<file path="config.mk">
export PLATFORM = sky130hd
export DESIGN_NAME = simon32_core
export DESIGN_NICKNAME = d
export VERILOG_FILES = /design/src/rtl/simon_pkg.sv /design/src/rtl/simon_key_step.sv /design/src/rtl/simon32_core.sv
export SDC_FILE = /design/constraint.sdc
export NUM_CORES = 1
export LEC_CHECK = 0
export CORE_ASPECT_RATIO = 1.2
export CORE_MARGIN = 2
export CORE_UTILIZATION = 55
export CTS_CLUSTER_DIAMETER = 80
export CTS_CLUSTER_SIZE = 12
export DETAILED_ROUTE_END_ITERATION = 7
export PLACE_DENSITY = 0.82
export SLEW_MARGIN = 5
export SYNTH_ARGS = -nofsm -noshare
export SYNTH_HDL_FRONTEND = slang
export SYNTH_HIERARCHICAL = 1
export SYNTH_SLANG_ARGS = --single-unit
</file>
<file path="constraint.sdc">
create_clock -name clk -period 2.4 [get_ports clk]
set_input_delay 0.24 -clock clk [delete_from_list [all_inputs] [get_ports clk]]
set_output_delay 0.24 -clock clk [all_outputs]
set_load 0.05 [all_outputs]
</file>
<file path="src/rtl/simon_pkg.sv">
// Shared constants, state type and word helpers for the SIMON 32/64 engine.
// Decrypt support is compiled in only when SIMON_DECRYPT_EN is defined.
package simon_pkg;

  localparam int WORD_W       = 16;
  localparam int ROUNDS       = 32;
  localparam int EXPAND_STEPS = 28;

  // bit i holds z0[i]; the sequence has period 31
  localparam logic [61:0] Z0 =
    62'b0110011100001101010010001011111_0110011100001101010010001011111;

  localparam logic [WORD_W-1:0] C = 16'hFFFC;

  typedef enum logic [2:0] {
    IDLE,
    LOAD,
    EXPAND,
    ROUND,
    DONE
  } state_t;

  typedef logic [3:0][WORD_W-1:0] win_t;

  function automatic logic [WORD_W-1:0] ror1(
    input logic [WORD_W-1:0] v
  );
    return {v[0], v[15:1]};
  endfunction

  function automatic logic [WORD_W-1:0] ror3(
    input logic [WORD_W-1:0] v
  );
    return {v[2:0], v[15:3]};
  endfunction

  function automatic logic [WORD_W-1:0] simon_f(
    input logic [WORD_W-1:0] v
  );
    return ({v[14:0], v[15]} & {v[7:0], v[15:8]})
         ^ {v[13:0], v[15:14]};
  endfunction

endpackage

</file>
<file path="src/rtl/simon_key_step.sv">
// One SIMON 32/64 key-schedule step on a 4-word window k[i..i+3].
// back_i selects the inverse step (SIMON_DECRYPT_EN builds only).
module simon_key_step
  import simon_pkg::*;
(
  input  win_t win_i,
  input  logic z_i,
  input  logic back_i,
  output win_t win_o
);

  logic [WORD_W-1:0] hi;
  logic [WORD_W-1:0] lo;
  logic [WORD_W-1:0] old;
  logic [WORD_W-1:0] tmp0;
  logic [WORD_W-1:0] tmp;
  logic [WORD_W-1:0] nk;

`ifdef SIMON_DECRYPT_EN
  // backward window is k[i+1..i+4]; rebuild k[i] from the same taps
  assign hi  = back_i ? win_i[2] : win_i[3];
  assign lo  = back_i ? win_i[0] : win_i[1];
  assign old = back_i ? win_i[3] : win_i[0];
`else
  logic unused_back;
  assign unused_back = back_i;
  assign hi  = win_i[3];
  assign lo  = win_i[1];
  assign old = win_i[0];
`endif

  assign tmp0 = ror3(hi) ^ lo;
  assign tmp  = tmp0 ^ ror1(tmp0);
  assign nk   = C ^ old ^ tmp ^ {15'b0, z_i};

`ifdef SIMON_DECRYPT_EN
  assign win_o = back_i
    ? {win_i[2], win_i[1], win_i[0], nk}
    : {nk, win_i[3], win_i[2], win_i[1]};
`else
  assign win_o = {nk, win_i[3], win_i[2], win_i[1]};
`endif

endmodule

</file>
<file path="src/rtl/simon32_core.sv">
// Iterative SIMON 32/64: one round per clock, on-the-fly key schedule.
// Define SIMON_DECRYPT_EN to honour mode (decrypt via 28-step key expand).
module simon32_core
  import simon_pkg::*;
(
  input  logic        clk,
  input  logic        rst_n,
  input  logic        start,
  input  logic        mode,
  input  logic [31:0] block,
  input  logic [63:0] key,
  output logic [31:0] result,
  output logic        busy,
  output logic        done
);

  state_t            state_q, state_d;
  logic [4:0]        cnt_q, cnt_d;
  logic [WORD_W-1:0] x_q, x_d;
  logic [WORD_W-1:0] y_q, y_d;
  win_t              win_q, win_d;
  logic [31:0]       res_q, res_d;

  logic              dec;
  logic              ks_back;
  logic [4:0]        z_idx;
  logic [WORD_W-1:0] key_w;
  win_t              ks_win;

`ifdef SIMON_DECRYPT_EN
  logic dec_q, dec_d;

  always_ff @(posedge clk or negedge rst_n) begin
    if (!rst_n) dec_q <= 1'b0;
    else        dec_q <= dec_d;
  end

  always_comb begin
    dec_d = dec_q;
    if (start) dec_d = mode;
  end

  assign dec     = dec_q;
  assign ks_back = dec_q && (state_q == ROUND);
  // rounds j < 3 read k[j] straight from the final k[0..3] window
  assign key_w   = !dec_q ? win_q[0]
                 : (cnt_q < 5'd29) ? win_q[3]
                 : win_q[2'(5'd31 - cnt_q)];
`else
  logic unused_mode;
  assign unused_mode = mode;
  assign dec         = 1'b0;
  assign ks_back     = 1'b0;
  assign key_w       = win_q[0];
`endif

  assign z_idx = ks_back ? (5'd27 - cnt_q) : cnt_q;

  simon_key_step u_key_step (
    .win_i  (win_q),
    .z_i    (Z0[z_idx]),
    .back_i (ks_back),
    .win_o  (ks_win)
  );

  always_comb begin
    state_d = state_q;
    cnt_d   = cnt_q;
    x_d     = x_q;
    y_d     = y_q;
    win_d   = win_q;
    res_d   = res_q;
    unique case (state_q)
`ifdef SIMON_DECRYPT_EN
      EXPAND: begin
        win_d = ks_win;
        cnt_d = cnt_q + 5'd1;
        if (cnt_q == 5'(EXPAND_STEPS - 1)) begin
          state_d = ROUND;
          cnt_d   = '0;
        end
      end
`endif
      ROUND: begin
        cnt_d = cnt_q + 5'd1;
        if (dec) begin
          x_d = y_q;
          y_d = x_q ^ simon_f(y_q) ^ key_w;
          if (cnt_q < 5'd28) win_d = ks_win;
        end else begin
          x_d   = y_q ^ simon_f(x_q) ^ key_w;
          y_d   = x_q;
          win_d = ks_win;
        end
        if (cnt_q == 5'(ROUNDS - 1)) begin
          state_d = DONE;
          cnt_d   = '0;
          res_d   = {x_d, y_d};
        end
      end
      default: ;
    endcase
    // the start edge itself performs the load
    if (start) begin
      x_d   = block[31:16];
      y_d   = block[15:0];
      win_d = win_t'(key);
      cnt_d = '0;
`ifdef SIMON_DECRYPT_EN
      state_d = mode ? EXPAND : ROUND;
`else
      state_d = ROUND;
`endif
    end
  end

  always_ff @(posedge clk or negedge rst_n) begin
    if (!rst_n) begin
      state_q <= IDLE;
      cnt_q   <= '0;
      x_q     <= '0;
      y_q     <= '0;
      win_q   <= '0;
      res_q   <= '0;
    end else begin
      state_q <= state_d;
      cnt_q   <= cnt_d;
      x_q     <= x_d;
      y_q     <= y_d;
      win_q   <= win_d;
      res_q   <= res_d;
    end
  end

  assign result = res_q;
  assign busy   = (state_q == EXPAND) || (state_q == ROUND);
  assign done   = (state_q == DONE);

endmodule

</file>
=== Word level (Yosys, flattened, before mapping) ===
Memories as Yosys holds them, arrays and structs flattened.
Cells that the tools add are included.
W data, S select, Z words.

* Flip-flop bits (word level): 136
* Memory bits (read-only): 32
* Bits of input ports: 100
* Output and inout bits: 34
* Logic and storage cells: 43
* Memories kept: 1

{| class="wikitable"
|+ Memory list
! name !! depth !! bits a word !! rd ports !! clocked after Yosys merged registers in !! write ports !! RTL line !! source
|-
| (no name shown) || 32 || 1 || 1 || 0 || 0 || simon32_core.sv:61 || <nowiki>.z_i (Z0[z_idx]),</nowiki>
|}

* $add $sub $neg: 1
* Magnitude comparators: 1
* Equality and inequality tests: 4
* Muxes and demuxes: 13
* Bitwise logic cells: 9
* Reductions and logical operators: 5

{| class="wikitable"
|+ Operator list
! cell !! count
|-
| $mux W64 || 2
|-
| $xor A16 B16 Y16 || 6
|-
| $mux W16 || 4
|-
| $and A16 B16 Y16 || 1
|-
| $xor A16 B1 Y16 || 1
|-
| $mux W5 || 3
|-
| $not A14 Y14 || 1
|-
| $mux W3 || 3
|-
| $lt A5 B7 Y1 const B || 1
|-
| $eq A3 B2 Y1 const B || 2
|-
| $add A5 B1 Y5 const B || 1
|-
| $eq A5 B5 Y1 const B || 1
|-
| $reduce_and A2 Y1 || 2
|-
| $reduce_bool A2 Y1 || 2
|-
| $eq A3 B3 Y1 const B || 1
|-
| $logic_or A1 B1 Y1 || 1
|-
| $mux W1 || 1
|}

=== Depth between registers and ports, before layout ===
Gate-level depths: netlist (run 1).

* Depth in word-level cells: 6
* Depth in mapped cells: 9

=== By module ===
The synthesis (run 1) kept the hierarchy.

{| class="wikitable"
|+ By module, submodules not included
! module !! times used !! cells an instance !! area each (um^2) !! sequential area each (um^2)
|-
| simon32_core || 1 || 678 || 7552.2 || 3378.2
|-
| simon_key_step || 1 || 81 || 878.3 || 0.0
|}

=== Worst setup path before layout (run 1) ===
No wires, ideal clock.

* Path type: flip-flop to flip-flop
* From: register cnt_q[0]
* To: register win_q[48] (netlist bit)
* Library setup time: 0.133 ns
* Arrival: 1.914 ns
* Required time: 2.267 ns
* Setup slack: 0.353 ns
* Stages on the path, launching flop included: 9
* Buffers on the path: 0
* Period minus slack after synthesis: 2.047 ns
* Path through: dfrtp_1 > inv_1 > ha_1 > mux4_2 > mux2i_1 > xnor2_1 > xnor3_1 > mux2i_1 > o21ai_0

{| class="wikitable"
|+ RTL lines
! what !! RTL line !! source
|-
| start: declaration || simon32_core.sv:18 || <nowiki>logic [4:0] cnt_q, cnt_d;</nowiki>
|-
| start signal: assignment || simon32_core.sv:127 || <nowiki>cnt_q <= cnt_d;</nowiki>
|-
| end signal: assignment || simon32_core.sv:130 || <nowiki>win_q <= win_d;</nowiki>
|-
| end: declaration || simon32_core.sv:21 || <nowiki>win_t win_q, win_d;</nowiki>
|}

==> impl_metrics.yaml, run 1 <==
setup_path:
  worstSetupStartpointType: "flop"
  worst_ep_arrival_time_ps: 2500
  required_ps: 2660
  crit_type: "flop to flop"
  cp_max_fo: 8
  worst_setup_path_end_kind: "flop"
  rr_worst_depth: 8
global_routing:
  grt_max_degree: 106
  grt_use_met1: 0.3071
  grt_overflow: 0
  top_usage_layer: "met2"
  antenna_found_initial: 0
  grtUsageMet2: 0.3876
  grt_pass1_wl_microns: 29810
  grt_use_total: 0.2349
  use_met3: 0.04355
  grt_pass1_vias: 5926
place:
  io_buffer_count: 132
  place_inst: 996
  dp_hpwl_microns: 12670
  gp_congestion: 0.7991
final_layout:
  syn_to_final_growth_pct: 17.16
  fin_cells: 1029
  drive_gt1_frac: 0.1200
  nets: 916
  num_antenna_cells: 0
power:
  peakVddDrop_mv: 0.4127
  p_total_mw: 8.839
  power.leakage_nw: 4.431
  power.density_nw_per_um2: 895.2
sta:
  finalMaxSlewViolations: 0
  fin_crit_sh: 0.9340
  tightest_slew_ps: 721.2
  max_freq_mhz: 446.1
  holdWs_ps: 354.3
  setup_viol: 0
  hold_violations: 0
  skew_ps: 11.85
  max_slew_margin: 0.5192
  timing.setup.tns_ps: 0
  grt_setup_unrepaired: "false"
  min_period_ps: 2242
logic_synthesis:
  synth_area_sq_um: 8427
  synth_area_per_cell_sq_um: 11.12
  synth_nets: 862
  syn_inst: 758
  yosysWarningCount: 6
routing:
  ant_nets: 0
  vias: 5788
  post_drt_wl_per_cell_microns: 18.00
  routed_via_density: 5.625
  drtPass1Iterations: 5
  drc: 0
  drtIter0Drc: 545
  wl_microns: 18520
clock_tree:
  insertion_delay_ps: 410
  clock_path_buffers: 2
  numCtsBuffers: 17
  post_cts_buffers: 0
  path_clk_slew_ps: 60
  cts-root-buf: "clkbuf_16"
  cts_tree: "done"
  cts_max_level: 4
  clkSinkCount: 135
job:
  maxCapViolCount: 0
floorplanning:
  core_region_area_sq_um: 14960
  start_util: 0.5633
  rows: 49
  die_area_sq_um: 16330
  die_y_microns: 139.6
  die_w_microns: 117.0
  io_pins: 134
outcome:
  status: "finished, final reports clean"
min_path:
  hold_path.class: "input port to flop"
  whs_path_depth: 3
-- worst paths after layout --
| path | start | end | slack, ps |
|---|---|---|---|
| max in group asynchronous | rst_n | cnt_q[0] | 1240 |
| hold reg to reg | result[2] | result[2] | 500 |
| setup reg to reg | cnt_q[0] | win_q[48] | 160 |
| hold / removal | start | y_q[3] | 350 |
| min in group asynchronous | rst_n | result[6] | 430 |
| setup / recovery | cnt_q[0] | win_q[48] | 160 |
-- through the flow --
stage | area, sq um | utilization | worst slack [ps]
after floorplan | 8427 | - | 352.7
after global placement | 9235 | 0.6173 | 236.7
after detailed placement | 9235 | 0.6173 | 142.9
after CTS | 9872 | 0.6599 | 106.4
after global routing | 9873 | 0.6600 | 45.83
final | 9873 | 0.6600 | 158.4
-- layer usage --
layer / up-vias / routed length [microns]
met5: - / 0
met4: 0 / 451
met3: 35 / 903
li1: 2696 / -
met2: 198 / 9411
met1: 2859 / 7751
-- final cells by class --
type / count / area (sq um)
Clock inverter: 7 / 141.4
Fill cell: 1171 / 5086
Clock buffer: 25 / 485.5
Sequential cell: 135 / 3379
Tap cell: 204 / 255.2
Timing Repair Buffer: 140 / 1430
Inverter: 3 / 16.27
Multi-Input combinational cell: 515 / 4165
-- report_power, final --
group / leakage [nW] / internal [mW] / total, mW / switching (mW)
Sequential: 1.70 / 2.68 / 3.30 / 0.617
Combinational: 2.43 / 1.67 / 2.77 / 1.10
Clock: 0.302 / 1.82 / 2.77 / 0.945
-- timing repair --
| action | in CTS | in global routing |
|---|---|---|
| endpoints found under the hold margin | 77 | 0 |
| gates resized for setup | 0 | 1 |
| endpoints found under the setup margin | 0 | 1 |
| hold buffers | 1 | 0 |
-- flip-flops by register name, indices dropped and copies added, names as in the netlist --
name,flops
result,32
y_q,16
cnt_q,5
win_q,48
x_q,16
state_q,2
key_w,16
-- critical path, stage by stage (launching register included) --
cell	delay, ps
dfrtp_2	430
inv_1	80
ha_1	310
mux4_2	460
mux2i_1	190
xnor2_1	160
xnor3_1	230
mux2i_1	130
o21ai_0	100
-- layout by cell type, fill, tap and decap left out, types with 3 or more instances in the layout --
master / n
dfrtp_1: 134
xnor3_1: 15
mux2_2: 33
nor4b_1: 15
a21boi_0: 16
clkbuf_1: 5
or3b_1: 14
nand2b_1: 5
o21ai_0: 97
ha_1: 4
clkdlybuf4s50_1: 129
and3b_2: 10
bufinv_16: 4
a21oi_1: 6
buf_4: 5
xor2_1: 5
o211ai_1: 16
and3b_1: 6
clkbuf_16: 17
nand2_1: 116
clkbuf_8: 3
mux2i_1: 82
or2b_2: 9
xor3_1: 17
xnor2_1: 27
buf_12: 4
Power figures use the tool's default switching activity.
==> inputs of run 2 (changes only) <==
ABC_CLOCK_PERIOD_IN_PS = 2400   (was not set)
==> results of run 2 <==
Same layout as run 1: the final DEF is identical, and so are final timing and power.
==> inputs of run 3 (changes only) <==
--- a/config.mk
+++ b/config.mk
@@ -15,3 +15,2 @@
 export PLACE_DENSITY = 0.82
-export SLEW_MARGIN = 5
 export SYNTH_ARGS = -nofsm -noshare
--- a/constraint.sdc
+++ b/constraint.sdc
@@ -3,2 +3,2 @@
 set_output_delay 0.24 -clock clk [all_outputs]
-set_load 0.05 [all_outputs]
+set_load 0.1 [all_outputs]
==> run 3 against run 2 <==
  * Total power down 4.5%
  * Count of clock-buffer cells in the layout down 3
  * Flip-flop and latch count unchanged
  * Register-to-register slack better by 40 ps
  * Critical path depth unchanged
  * Largest power group unchanged
  * Setup slack better by 40 ps
  * Hold slack worse by 120 ps
  * Sequential share of layout area up 0.55 points
  * Non-clock buffer count up 1
  * Final cell count about the same
  * Wire length down 0.72%
  * Die area unchanged
==> impl_metrics.yaml, run 3 (synthesis results as in run 1) <==
outcome:
  status: "finished, final reports clean"
routing:
  post_drt_wl_per_cell_microns: 17.85
  drtPass1Iterations: 5
  vias: 5757
  wl_microns: 18390
  routed_via_density: 5.589
  drtIter0Drc: 452
  drc: 0
  ant_nets: 0
floorplanning:
  core_region_area_sq_um: 14960
  die_area_sq_um: 16330
  io_pins: 134
  start_util: 0.5633
  rows: 49
  die_y_microns: 139.6
  die_w_microns: 117.0
setup_path:
  critPathMaxStageDelay_ps: 450
  required_ps: 2690
  crit_top_cell: "mux2i_1"
  cp_max_fo: 8
  worst-r2r-setup-slack_ps: 200
  worst_ep_arrival_time_ps: 2490
  cp_slowest_cell: "mux4_2"
  crit_type: "flop to flop"
  worstSetupStartpointType: "flop"
  cpLargestDelayFamily: "multiplexers"
  cp_cell_sequence: "inv_1 -> ha_1 -> mux4_2 -> mux2i_1 -> xnor2_1 -> xnor3_1 -> mux2i_1 -> o21ai_0"
  worst_setup_path_end_kind: "flop"
  cp_num_buf_inv: 1
place:
  io_buffer_count: 132
  dp_hpwl_microns: 12890
  place_area_sq_um: 9173
  gp_congestion: 0.8141
global_routing:
  grt_use_total: 0.2356
  grt_pass1_wl_microns: 29350
  grt_max_degree: 90
  grt_overflow: 0
  antenna_found_initial: 0
  grt_pass1_vias: 5904
final_layout:
  syn_to_final_growth_pct: 15.32
  nFillCells: 1190
  drive_gt1_frac: 0.1622
  mostFrequentLayoutCells: "dfrtp_1, nand2_1, o21ai_0"
  design_area_sq_um: 9718
  layout.cells.most_common: "dfrtp_1"
  largest_reg_flops: 48
  nets: 917
  post-route-util: 0.6496
  top_register: "win_q"
  num_antenna_cells: 0
sta:
  grt_setup_unrepaired: "false"
  max_slew_margin: 0.5472
  fin_crit_sh: 0.9174
  skew_ps: 8.726
  max_freq_mhz: 454.2
  finalMaxSlewViolations: 0
  min_period_ps: 2202
  timing.setup.tns_ps: 0
  hold_violations: 0
  holdWs_ps: 238.3
  tightest_slew_ps: 679.1
  setup_viol: 0
clock_tree:
  path_clk_slew_ps: 60
  clkSinkCount: 135
  insertion_delay_ps: 430
  cts-root-buf: "clkbuf_16"
  post_cts_buffers: 0
  numCtsBuffers: 17
  clock_path_buffers: 2
  cts_max_level: 4
  cts_tree: "done"
power:
  power.density_nw_per_um2: 869.0
  power.leakage_nw: 4.472
  peakVddDrop_mv: 0.5616
job:
  maxCapViolCount: 0
min_path:
  hold_path.class: "input port to flop"
run 3: cell types whose count changed in the layout (fill, tap and decap cells not counted):
cell	before	now
clkdlybuf4s50_1	129	96
buf_4	5	38
clkinv_4	2	1
clkinv_2	1	7
buf_12	4	5
clkbuf_1	5	4
clkinvlp_4	1	2
bufinv_16	4	1
clkbuf_8	3	1
run 3: worst min-delay path, delay by kind of cell:
| family | cells | cell delay (ps) |
|---|---|---|
| buffers and inverters | 1 | 210 |
| AND/OR/NAND/NOR | 1 | 80 |
| AO/OA/AOI/OAI | 1 | 70 |
run 3: area by class of cell:
type / instances / area [sq um] / share of cell area
clock buffers: 22 / 454.2 / 0.04674
repair buffers: 141 / 1368 / 0.1407
inverters: 3 / 16.27 / 0.001674
flip-flops and latches: 135 / 3379 / 0.3478
clock inverters: 10 / 80.08 / 0.008240
multi-input cells: 515 / 4165 / 0.4286
well taps: 204 / 255.2 / 0.02626
run 3: worst paths after layout:
| check | start | depth (start not counted) | endpoint |
|---|---|---|---|
| max reg2reg | cnt_q[0] | 8 | win_q[48] |
| min | start | 3 | y_q[5] |
| max in group asynchronous | rst_n | 3 | win_q[19] |
| max | cnt_q[0] | 8 | win_q[48] |
| min in group asynchronous | rst_n | 2 | result[1] |
| min reg2reg | result[6] | 1 | result[6] |
run 3: what timing repair did:
item	in CTS	in global routing
resized for setup	0	1
hold buffers	1	0
setup endpoints to repair	0	1
hold endpoints to repair	53	0
run 3: routing by layer:
| metal | global-route usage | up-vias | share of wire |
|---|---|---|---|
| met1 | 0.2979 | 2810 | 0.41 |
| li1 | - | 2703 | - |
| met4 | 0.1022 | 0 | 0.030 |
| met5 | 0 | - | 0 |
| met2 | 0.3891 | 207 | 0.50 |
| met3 | 0.04878 | 37 | 0.058 |
run 3: stage by stage:
stage / power [mW] / std cells / setup slack (ps)
global route: 8.916 / 1030 / 30.02
finish: 8.445 / 1030 / 198.3
detailed placement: 6.059 / 997 / 137.0
global placement: 5.916 / 997 / 239.1
floorplan: 5.769 / 758 / 352.7
CTS: 8.492 / 1030 / 119.0
run 3: power breakdown:
group / internal [mW] / switching, mW / total [mW]
Sequential: 2.68 / 0.603 / 3.29
Combinational: 1.67 / 1.09 / 2.76
Clock: 1.43 / 0.959 / 2.39
Total: 5.79 / 2.66 / 8.44
